===== src/rtl/dec_seq_pkg.sv =====
// dec_seq_pkg: shared mode encodings and FSM state type for the dec_seq
// registered one-hot decoder.
package dec_seq_pkg;

  localparam logic [1:0] MODE_LEVEL = 2'b00;
  localparam logic [1:0] MODE_PULSE = 2'b01;
  localparam logic [1:0] MODE_SCAN  = 2'b10;
  localparam logic [1:0] MODE_RSVD  = 2'b11;

  typedef enum logic [1:0] {
    ST_IDLE  = 2'd0,
    ST_LEVEL = 2'd1,
    ST_PULSE = 2'd2,
    ST_SCAN  = 2'd3
  } dec_state_t;

endpackage


===== src/rtl/dec_seq_if.sv =====
// dec_seq_if: control inputs and decode outputs of dec_seq.
//   en, mode, in, load : driven by the controller (master)
//   dout, idx, busy    : driven by the decoder (slave)
interface dec_seq_if #(
  parameter int IN_W = 2
);
  import dec_seq_pkg::*;

  localparam int OUT_W = 2 ** IN_W;

  logic             en;
  logic [1:0]       mode;
  logic [IN_W-1:0]  in;
  logic             load;
  logic [OUT_W-1:0] dout;
  logic [IN_W-1:0]  idx;
  logic             busy;

  modport master (output en, mode, in, load, input dout, idx, busy);
  modport slave  (input en, mode, in, load, output dout, idx, busy);

endinterface


===== src/rtl/dec_seq_onehot.sv =====
// onehot_dec: combinational IN_W -> 2**IN_W one-hot decoder with enable.
//   sel : select value
//   en  : when low the output is all-zero
//   y   : one-hot (or zero) result
module onehot_dec #(
  parameter int IN_W  = 2,
  parameter int OUT_W = 2 ** IN_W
) (
  input  logic [IN_W-1:0]  sel,
  input  logic             en,
  output logic [OUT_W-1:0] y
);

  always_comb begin
    y = '0;
    if (en) y[sel] = 1'b1;
  end

endmodule


===== src/rtl/dec_seq.sv =====
// dec_seq: registered one-hot decoder with level, timed-pulse and scan modes.
//   clk   : rising-edge clock
//   rst_n : asynchronous active-low reset
//   bus   : dec_seq_if slave (en/mode/in/load in, dout/idx/busy out)
//
// state    | meaning
// ---------+------------------------------------------------------
// ST_IDLE  | outputs zero, waiting for a mode to start
// ST_LEVEL | dout follows onehot(in) with one cycle latency
// ST_PULSE | dout holds captured select for PULSE_LEN cycles
// ST_SCAN  | dout walks through all outputs, SCAN_DWELL cycles each
module dec_seq
  import dec_seq_pkg::*;
#(
  parameter int IN_W       = 2,
  parameter int PULSE_LEN  = 4,
  parameter int SCAN_DWELL = 1
) (
  input logic      clk,
  input logic      rst_n,
  dec_seq_if.slave bus
);

  localparam int OUT_W = 2 ** IN_W;
  localparam int PW    = (PULSE_LEN > 1) ? $clog2(PULSE_LEN) : 1;
  localparam int DW    = (SCAN_DWELL > 1) ? $clog2(SCAN_DWELL) : 1;
  localparam logic [PW-1:0] P_LOAD = PW'(PULSE_LEN - 1);
  localparam logic [DW-1:0] D_LOAD = DW'(SCAN_DWELL - 1);

  if (IN_W < 1 || IN_W > 6) begin : g_bad_in_w
    $error("dec_seq: IN_W must be in 1..6");
  end
  if (PULSE_LEN < 1) begin : g_bad_pulse_len
    $error("dec_seq: PULSE_LEN must be >= 1");
  end
  if (SCAN_DWELL < 1) begin : g_bad_scan_dwell
    $error("dec_seq: SCAN_DWELL must be >= 1");
  end

  dec_state_t       state, state_nx;
  logic [IN_W-1:0]  idx_q, idx_nx;
  logic             on_nx;
  logic [PW-1:0]    pcnt_q, pcnt_nx;
  logic [DW-1:0]    dcnt_q, dcnt_nx;
  logic [OUT_W-1:0] dout_q, dec_y;

  // idx_nx doubles as the decoder select: it is `in` in LEVEL, the select
  // captured at trigger in PULSE (held in idx_q), and the scan position.
  always_comb begin
    state_nx = state;
    idx_nx   = idx_q;
    on_nx    = 1'b0;
    pcnt_nx  = pcnt_q;
    dcnt_nx  = dcnt_q;

    if (!bus.en) begin
      state_nx = ST_IDLE;
      idx_nx   = '0;
      pcnt_nx  = '0;
      dcnt_nx  = '0;
    end else begin
      case (state)
        ST_IDLE: begin
          idx_nx = '0;
          if (bus.mode == MODE_LEVEL) begin
            state_nx = ST_LEVEL;
            idx_nx   = bus.in;
            on_nx    = 1'b1;
          end else if (bus.mode == MODE_PULSE && bus.load) begin
            state_nx = ST_PULSE;
            idx_nx   = bus.in;
            on_nx    = 1'b1;
            pcnt_nx  = P_LOAD;
          end else if (bus.mode == MODE_SCAN) begin
            state_nx = ST_SCAN;
            on_nx    = 1'b1;
            dcnt_nx  = D_LOAD;
          end
        end
        ST_LEVEL: begin
          if (bus.mode == MODE_LEVEL) begin
            idx_nx = bus.in;
            on_nx  = 1'b1;
          end else begin
            state_nx = ST_IDLE;
            idx_nx   = '0;
          end
        end
        ST_PULSE: begin
          if (bus.mode != MODE_PULSE || pcnt_q == '0) begin
            state_nx = ST_IDLE;
            idx_nx   = '0;
            pcnt_nx  = '0;
          end else begin
            on_nx   = 1'b1;
            pcnt_nx = pcnt_q - PW'(1);
          end
        end
        ST_SCAN: begin
          if (bus.mode != MODE_SCAN) begin
            state_nx = ST_IDLE;
            idx_nx   = '0;
            dcnt_nx  = '0;
          end else if (dcnt_q == '0) begin
            on_nx   = 1'b1;
            idx_nx  = idx_q + IN_W'(1);  // natural wrap gives mod OUT_W
            dcnt_nx = D_LOAD;
          end else begin
            on_nx   = 1'b1;
            dcnt_nx = dcnt_q - DW'(1);
          end
        end
        default: begin
          state_nx = ST_IDLE;
          idx_nx   = '0;
        end
      endcase
    end
  end

  onehot_dec #(.IN_W(IN_W), .OUT_W(OUT_W)) u_dec (
    .sel (idx_nx),
    .en  (on_nx),
    .y   (dec_y)
  );

  always_ff @(posedge clk or negedge rst_n) begin
    if (!rst_n) begin
      state  <= ST_IDLE;
      dout_q <= '0;
      idx_q  <= '0;
      pcnt_q <= '0;
      dcnt_q <= '0;
    end else begin
      state  <= state_nx;
      dout_q <= dec_y;
      idx_q  <= idx_nx;
      pcnt_q <= pcnt_nx;
      dcnt_q <= dcnt_nx;
    end
  end

  assign bus.dout = dout_q;
  assign bus.idx  = idx_q;
  assign bus.busy = (state != ST_IDLE);

endmodule


===== src/flat_wrapper.sv =====
// flat-port wrapper written by rule: the top's interface ports become plain ports
module dec_seq_flat import dec_seq_pkg::*;
#(
  parameter int IN_W       = 2,
  parameter int PULSE_LEN  = 4,
  parameter int SCAN_DWELL = 1
)
  (clk, rst_n, bus_en, bus_mode, bus_in, bus_load, bus_dout, bus_idx, bus_busy);
  dec_seq_if #(.IN_W(IN_W)) bus_i ();
  input logic clk;
  input logic rst_n;
  input wire logic [$bits(bus_i.en)-1:0] bus_en;
  input wire logic [$bits(bus_i.mode)-1:0] bus_mode;
  input wire logic [$bits(bus_i.in)-1:0] bus_in;
  input wire logic [$bits(bus_i.load)-1:0] bus_load;
  output wire logic [$bits(bus_i.dout)-1:0] bus_dout;
  output wire logic [$bits(bus_i.idx)-1:0] bus_idx;
  output wire logic [$bits(bus_i.busy)-1:0] bus_busy;
  assign bus_i.en = bus_en;
  assign bus_i.mode = bus_mode;
  assign bus_i.in = bus_in;
  assign bus_i.load = bus_load;
  assign bus_dout = bus_i.dout;
  assign bus_idx = bus_i.idx;
  assign bus_busy = bus_i.busy;
  dec_seq #(.IN_W(IN_W), .PULSE_LEN(PULSE_LEN), .SCAN_DWELL(SCAN_DWELL)) u_core (.clk(clk), .rst_n(rst_n), .bus(bus_i));
endmodule

===== config.mk =====
export PLATFORM = sky130hd
export DESIGN_NAME = dec_seq_flat
export DESIGN_NICKNAME = d
export VERILOG_FILES = /design/src/rtl/dec_seq_pkg.sv /design/src/rtl/dec_seq_if.sv /design/src/rtl/dec_seq_onehot.sv /design/src/rtl/dec_seq.sv /design/src/flat_wrapper.sv
export SDC_FILE = /design/constraint.sdc
export NUM_CORES = 1
export LEC_CHECK = 0
export ABC_CLOCK_PERIOD_IN_PS = 1900
export BUFFER_PORTS_ARGS = -buffer_cell sky130_fd_sc_hd__buf_2
export CORE_MARGIN = 8
export CORE_UTILIZATION = 45
export CTS_BUF_LIST = sky130_fd_sc_hd__clkbuf_8 sky130_fd_sc_hd__clkbuf_16
export DETAILED_ROUTE_END_ITERATION = 12
export GPL_ROUTABILITY_DRIVEN = 0
export PLACE_DENSITY_LB_ADDON = 0.2
export SYNTH_ARGS = -nofsm -noshare
export SYNTH_HDL_FRONTEND = slang
export SYNTH_SLANG_ARGS = --single-unit

===== constraint.sdc =====
create_clock -name clk -period 1.9 [get_ports clk]
set_clock_uncertainty 0.15 [all_clocks]
set_input_delay 0.38 -clock clk [delete_from_list [all_inputs] [get_ports clk]]
set_output_delay 0.38 -clock clk [all_outputs]
set_load 0.02 [all_outputs]

==> results of run 1 <==
==> flip-flops by register name, indices dropped and copies added, names as in the netlist <==
signal / cells
u_core.bus.idx: 2
u_core.bus.dout: 4
u_core.pcnt_q: 2
u_core.state: 2
==> synth_stat cells, drive strengths merged, types with 3 or more instances <==
| cell type | number | area, um^2 |
|---|---|---|
| a21oi | 3 | 15.0 |
| buf | 3 | 21.3 |
| dfrtp | 10 | 250 |
| inv | 6 | 22.5 |
| nand2b | 3 | 18.8 |
| nor2 | 7 | 26.3 |
| nor3b | 3 | 27.5 |
==> metal layers <==
layer | track usage, % | vias up | wire, um
met2 | 15.4 | 21 | 630
met3 | 4.20 | 4 | 104
met4 | 7.76 | 0 | 28
li1 | - | 267 | -
met1 | 16.4 | 262 | 701
met5 | 0 | - | 0
==> path summary, 6_finish.rpt <==
| path | slack (ns) | cells after the start | to |
|---|---|---|---|
| max | 0.03 | 6 | u_core.bus.dout[0]$_DFF_PN0_ |
| min | 0.31 | 2 | u_core.pcnt_q[1]$_DFFE_PN0P_ |
| max reg2reg | 0.03 | 6 | u_core.bus.dout[0]$_DFF_PN0_ |
| min reg2reg | 0.40 | 1 | u_core.pcnt_q[1]$_DFFE_PN0P_ |
| max in group asynchronous | 1.02 | 2 | u_core.bus.dout[1]$_DFF_PN0_ |
| min in group asynchronous | 0.38 | 2 | u_core.bus.dout[0]$_DFF_PN0_ |
==> area by class of cell <==
class	count	area (um^2)
tap	15	18.8
timing repair buffer	21	125
inverter	6	22.5
multi-input combinational	43	362
clock buffer	3	41.3
fill	106	465
sequential	10	250
==> power groups by stage <==
stage          sequential [mW]  clock, mW  combinational, mW
6_report                 0.237      0.217              0.144
5_1_grt                  0.239      0.236              0.160
4_1_cts                  0.237      0.218              0.132
3_5_place_dp             0.240          0              0.130
3_3_place_gp             0.240          0              0.128
2_1_floorplan            0.248          0             0.0764
==> stage by stage <==
step / std cells / power [mW] / cell area, um^2 / setup slack, ns
floorplan: 63 / 0.324 / 613 / 0.105
global placement: 94 / 0.368 / 722 / 0.0534
detailed placement: 94 / 0.370 / 722 / 0.0177
CTS: 98 / 0.588 / 773 / 0.0111
global route: 98 / 0.635 / 820 / -0.0236
finish: 98 / 0.598 / 820 / 0.0323
==> critical path, delay by kind of cell, from the launching register on <==
family | cells | cell delay [ns]
AND/OR/NAND/NOR | 1 | 0.53
AO/OA/AOI/OAI | 3 | 0.52
flip-flops | 1 | 0.33
adder cells (fa/ha/maj) | 1 | 0.18
buffers and inverters | 1 | 0.06
==> what timing repair did <==
action                                  in CTS  in global routing
endpoints found under the hold margin       10                  0
hold buffers                                 1                  0
endpoints found under the setup margin       0                  3
resized for setup                            0                  8
==> cell families (layout without fill, tap and decap cells) <==
| logic type | Yosys count | after routing | share of synthesized area, % |
|---|---|---|---|
| buf+inv | 10 | 30 | 7.75 |
| flops | 10 | 10 | 40.8 |
| fa+ha+maj | 1 | 1 | 2.04 |
| simple gates | 23 | 23 | 23.7 |
| xor+xnor | 2 | 2 | 2.86 |
| compound gates | 17 | 17 | 22.9 |
==> results.md, run 1 <==
- Sw Share: between 20% and 30%
- Die X: between 50 and 60 um
- Clock transition at path regs: approximately 0.050 ns
- Clock power share: 36.2%
- Postcts setup bufs: 0
- Layout cell share with drive strength beyond 1: 42.2%
- Number of synthesized flops with an enable pin: 0
- Fmax achieved: 535 MHz
- Reg2reg start: u_core.pcnt_q[0]$_DFFE_PN0P_
- Clock sink count: 10
- Hold Path Origin: bus_en
- Hold WC Path Type: in2reg
- Largest net degree at the start of global routing: 14
- Slowest cell on crit path: or4b_4
- TritonCTS buffer count: 3
- Crit path DAT: 1.86 ns
- FP Rows: 13
- Most common cell after layout, fill and taps aside: buf_2
- Leak Pwr: 0.358 nW
- Final WL: 1470 um
- Share of power burned in registers: just under 40%
- TNS Setup: 0 ns
- Final nets: 94
- Slew @ Worst Pin: about 0.32 ns
- Initial Utilization: 47.7%
- Yosys reg bits: 10
- Final hold violation count: 0
- CP endpoint kind: flip-flop
- Die area: about 2800 um^2
- Unrepaired setup endpoints after global routing: true
- PD cells: 730 nW/um^2
- Req. time, crit path: 1.90 ns
- CTS tree: done
- Most frequent cells in the layout: buf_2, dfrtp_1, inv_1, nor2_1, buf_4
- Drt drc: 0
- Area of the mapped netlist: 613 um^2
- Hold Worst Slack: between 0.3 and 0.4 ns
- Tot GR Track Use: between 10% and 20%
- Gate power share: 24.1%
- DRT iter0 DRCs: 15
- Asr flop ratio synth: 100%
- Fin crit share: approximately 98%
- I/O pins: 15
- Core region area: 1280 um^2
- P_sw: 172 uW
- Clock Root Buffer: clkbuf_8
- CP startpoint: u_core.pcnt_q[0]$_DFFE_PN0P_
- Routed via count: 554
- Max stage delay on crit path: 0.53 ns
- Initial antenna violation count: 0
- First-pass DRT Iterations: 4
- Area grow syn2layout: 33.7%
- Max Cap Viol: 0
- Ant diodes: 0
- Synthesis Warnings: 0
- Cells after synthesis: 63
- Slew Limit Fails: 0
- Max VDD drop: 0.428 mV
- Mapped Nets: 72
- Status: finished, final reports clean
- Die H: 52.9 um
- Max-slew headroom: 78.3%
- CP max FO: 3
- Cell Int Power: approximately 430 uW
- Worst-Skew Late Latency: 0.24 ns
- Netlist cell types: 32
- Clock buffer depth: 2
- CP Cell Sequence: inv_1 > ha_2 > or4b_4 > o211ai_2 > o311ai_2 > a211oi_2
- Register area share after synthesis: 40.8%
- Nature of the critical path startpoint: flip-flop
- ANT nets after route: 0
- Synth Flop Type: dfrtp_1
- CTS H-tree depth: 1
- Number of global-route vias before repair: 522
- Final Util: 63.8%
- Min cycle time layout: around 1.9 ns
- Final setup violation count: 0
- Mean Syn Cell Area: between 9 and 10 um^2
- Input/output buffers: 14
- First-pass GRT wire length: 2500 um
- Remaining Overflow, GRT: 0
- Critical path type: reg2reg
- Hpwl dp: 1070 um
- Routed WL per cell: ~15 um
- Vias per cell: ~5.7
No activity file was read; power rests on OpenSTA's default activity.
==> inputs of run 2 (changes only) <==
--- a/config.mk
+++ b/config.mk
@@ -13,6 +13,7 @@
 export DETAILED_ROUTE_END_ITERATION = 12
 export GPL_ROUTABILITY_DRIVEN = 0
 export PLACE_DENSITY_LB_ADDON = 0.2
+export RECOVER_POWER = 25
 export SYNTH_ARGS = -nofsm -noshare
 export SYNTH_HDL_FRONTEND = slang
 export SYNTH_SLANG_ARGS = --single-unit
==> run 2 against run 1 <==
- wire length up 0.34%
- clock power about the same
- flip-flop and latch count did not move
- largest cell class unchanged
- highest routed layer unchanged
- worst hold slack improved by 0.0025 ns
==> results.md, run 2 (same netlist as run 1, synthesis figures left out) <==
- Critical path type: reg2reg
- Slowest cell on crit path: or4b_4
- Drt drc: 0 (unchanged)
- Worst slack at placement: 0.0177 ns (unchanged)
- Final Util: 63.7% (-0.097 points)
- Status: finished, final reports clean
- Req. time, crit path: 1.90 ns (about the same)
- Nature of the critical path startpoint: flip-flop
- Clock buffer depth: 2 (unchanged)
- Final hold violation count: 0 (unchanged)
- Hpwl dp: 1070 um (unchanged)
- Final nets: 94 (unchanged)
- Largest net degree at the start of global routing: 14 (unchanged)
- Worst-Skew Late Latency: 0.24 ns (about the same)
- CP Cell Sequence: inv_1 > ha_2 > or4b_4 > o211ai_2 > o311ai_2 > a211oi_2
- Max-slew headroom: 63.4% (-15 points)
- Slew Limit Fails: 0 (unchanged)
- Remaining Overflow, GRT: 0 (unchanged)
- ANT nets after route: 0 (unchanged)
- FP Rows: 13 (unchanged)
- First-pass GRT wire length: 2500 um (unchanged)
- Most frequent cells in the layout: buf_2, dfrtp_1, inv_1, nor2_1, buf_4
- Hold Worst Slack: 0.314 ns (+0.00245 ns)
- Area occupied by multi-input gates: 362 um^2 (unchanged)
- Initial antenna violation count: 0 (unchanged)
- Crit path DAT: 1.86 ns (about the same)
- Vias per cell: 5.78 (+2.2%)
- Finished Cell Area: 818 um^2 (-0.15%)
- Max Cap Viol: 0 (unchanged)
- DRT iter0 DRCs: 15 (unchanged)
- Register area: 250 um^2 (unchanged)
- Clock sink count: 10 (unchanged)
- Min cycle time layout: 1.87 ns (-0.00164 ns)
- Fillers: 106 (unchanged)
- PD cells: 731 nW/um^2 (+0.18%)
- CP endpoint kind: flip-flop
- CP bufs+invs: 1 (unchanged)
- Die area: 2800 um^2 (unchanged)
- Leak Pwr: 0.355 nW (-0.77%)
- Routed WL per cell: 15.0 um (+0.34%)
- Initial Utilization: 47.7% (unchanged)
- CTS tree: done
- CP max FO: 3 (unchanged)
- TNS Setup: 0 ns (unchanged)
- I/O pins: 15 (unchanged)
- Final WL: 1470 um (+0.34%)
- Input/output buffers: 14 (unchanged)
- Crit path max-delay family: simple AND/OR/NAND/NOR gates
- Tot GR Track Use: 12.1% (unchanged)
- Clock transition at path regs: 0.05 ns (about the same)
- Die X: 52.9 um (unchanged)
- First-pass DRT Iterations: 4 (unchanged)
- Slew @ Worst Pin: 0.549 ns (+0.225 ns)
- Unrepaired setup endpoints after global routing: true
- TritonCTS buffer count: 3 (unchanged)
- Final setup margin: 0.0339 ns (+0.00164 ns)
- Flip-flop count of the largest register after layout: 4 (unchanged)
- Fmax achieved: 536 MHz (about the same)
- Final setup violation count: 0 (unchanged)
- Core region area: 1280 um^2 (unchanged)
- Clock Root Buffer: clkbuf_8
- Area grow syn2layout: 33.5%
- Die H: 52.9 um (unchanged)
- Ant diodes: 0 (unchanged)
- Area of placed instances: 722 um^2 (unchanged)
- Most common cell after layout, fill and taps aside: buf_2
- Fin crit share: 98.2% (about the same)
- Max stage delay on crit path: 0.53 ns (about the same)
- Reg2reg setup slack: 0.03 ns (about the same)
- Tot Pwr: 598 uW (about the same)
- Number of global-route vias before repair: 522 (unchanged)
- Dpl cells: 94 (unchanged)
- Max VDD drop: 0.429 mV (+0.29%)
- Hold WC Path Type: in2reg
- Final cell count without fillers: 98 (unchanged)
- CTS H-tree depth: 1 (unchanged)
- Layout cell share with drive strength beyond 1: 41.0% (-1.2 points)
- Routed via count: 566 (+2.2%)
-- run 2: cell count changes in the layout (fill, tap and decap cells not counted), sizes merged --
cell | before | now
buf | 20 | 19
clkbuf | 3 | 4
-- run 2: path summary, 6_finish.rpt --
kind / startpoint / endpoint / depth (start not counted)
worst max-delay path: u_core.pcnt_q[0]$_DFFE_PN0P_ / u_core.bus.dout[0]$_DFF_PN0_ / 6
worst min-delay path: bus_en / u_core.pcnt_q[1]$_DFFE_PN0P_ / 2
worst max register to register: u_core.pcnt_q[0]$_DFFE_PN0P_ / u_core.bus.dout[0]$_DFF_PN0_ / 6
worst min register to register: u_core.pcnt_q[1]$_DFFE_PN0P_ / u_core.pcnt_q[1]$_DFFE_PN0P_ / 1
max in group asynchronous: rst_n / u_core.bus.dout[3]$_DFF_PN0_ / 2
min in group asynchronous: rst_n / u_core.bus.dout[0]$_DFF_PN0_ / 2
-- run 2: routing by layer --
layer | GRT usage [%] | up-vias | part of all wire, %
li1 | - | 268 | -
met1 | 16.4 | 273 | 47
met2 | 15.4 | 21 | 44
met3 | 4.20 | 4 | 6.7
met4 | 7.76 | 0 | 2.0
met5 | 0 | - | 0
-- run 2: area by class of cell --
class	count	share of cell area (%)
Multi-Input combinational cell	43	44.2
Sequential cell	10	30.6
Timing Repair Buffer	21	15.1
Clock buffer	3	5.05
Inverter	6	2.75
Tap cell	15	2.29
-- run 2: repair_timing --
| action | CTS | global route |
|---|---|---|
| endpoints found under the setup margin | 0 | 3 |
| resized for setup | 0 | 8 |
| hold endpoints to repair | 10 | 0 |
| hold buffers | 1 | 0 |
| buffers inserted | 0 | 0 |
-- run 2: power by group --
group / total, mW / internal, mW / switching [mW]
Clock: 0.217 / 0.138 / 0.0787
Sequential: 0.237 / 0.227 / 0.0101
Combinational: 0.144 / 0.0604 / 0.0837
Total: 0.598 / 0.426 / 0.172
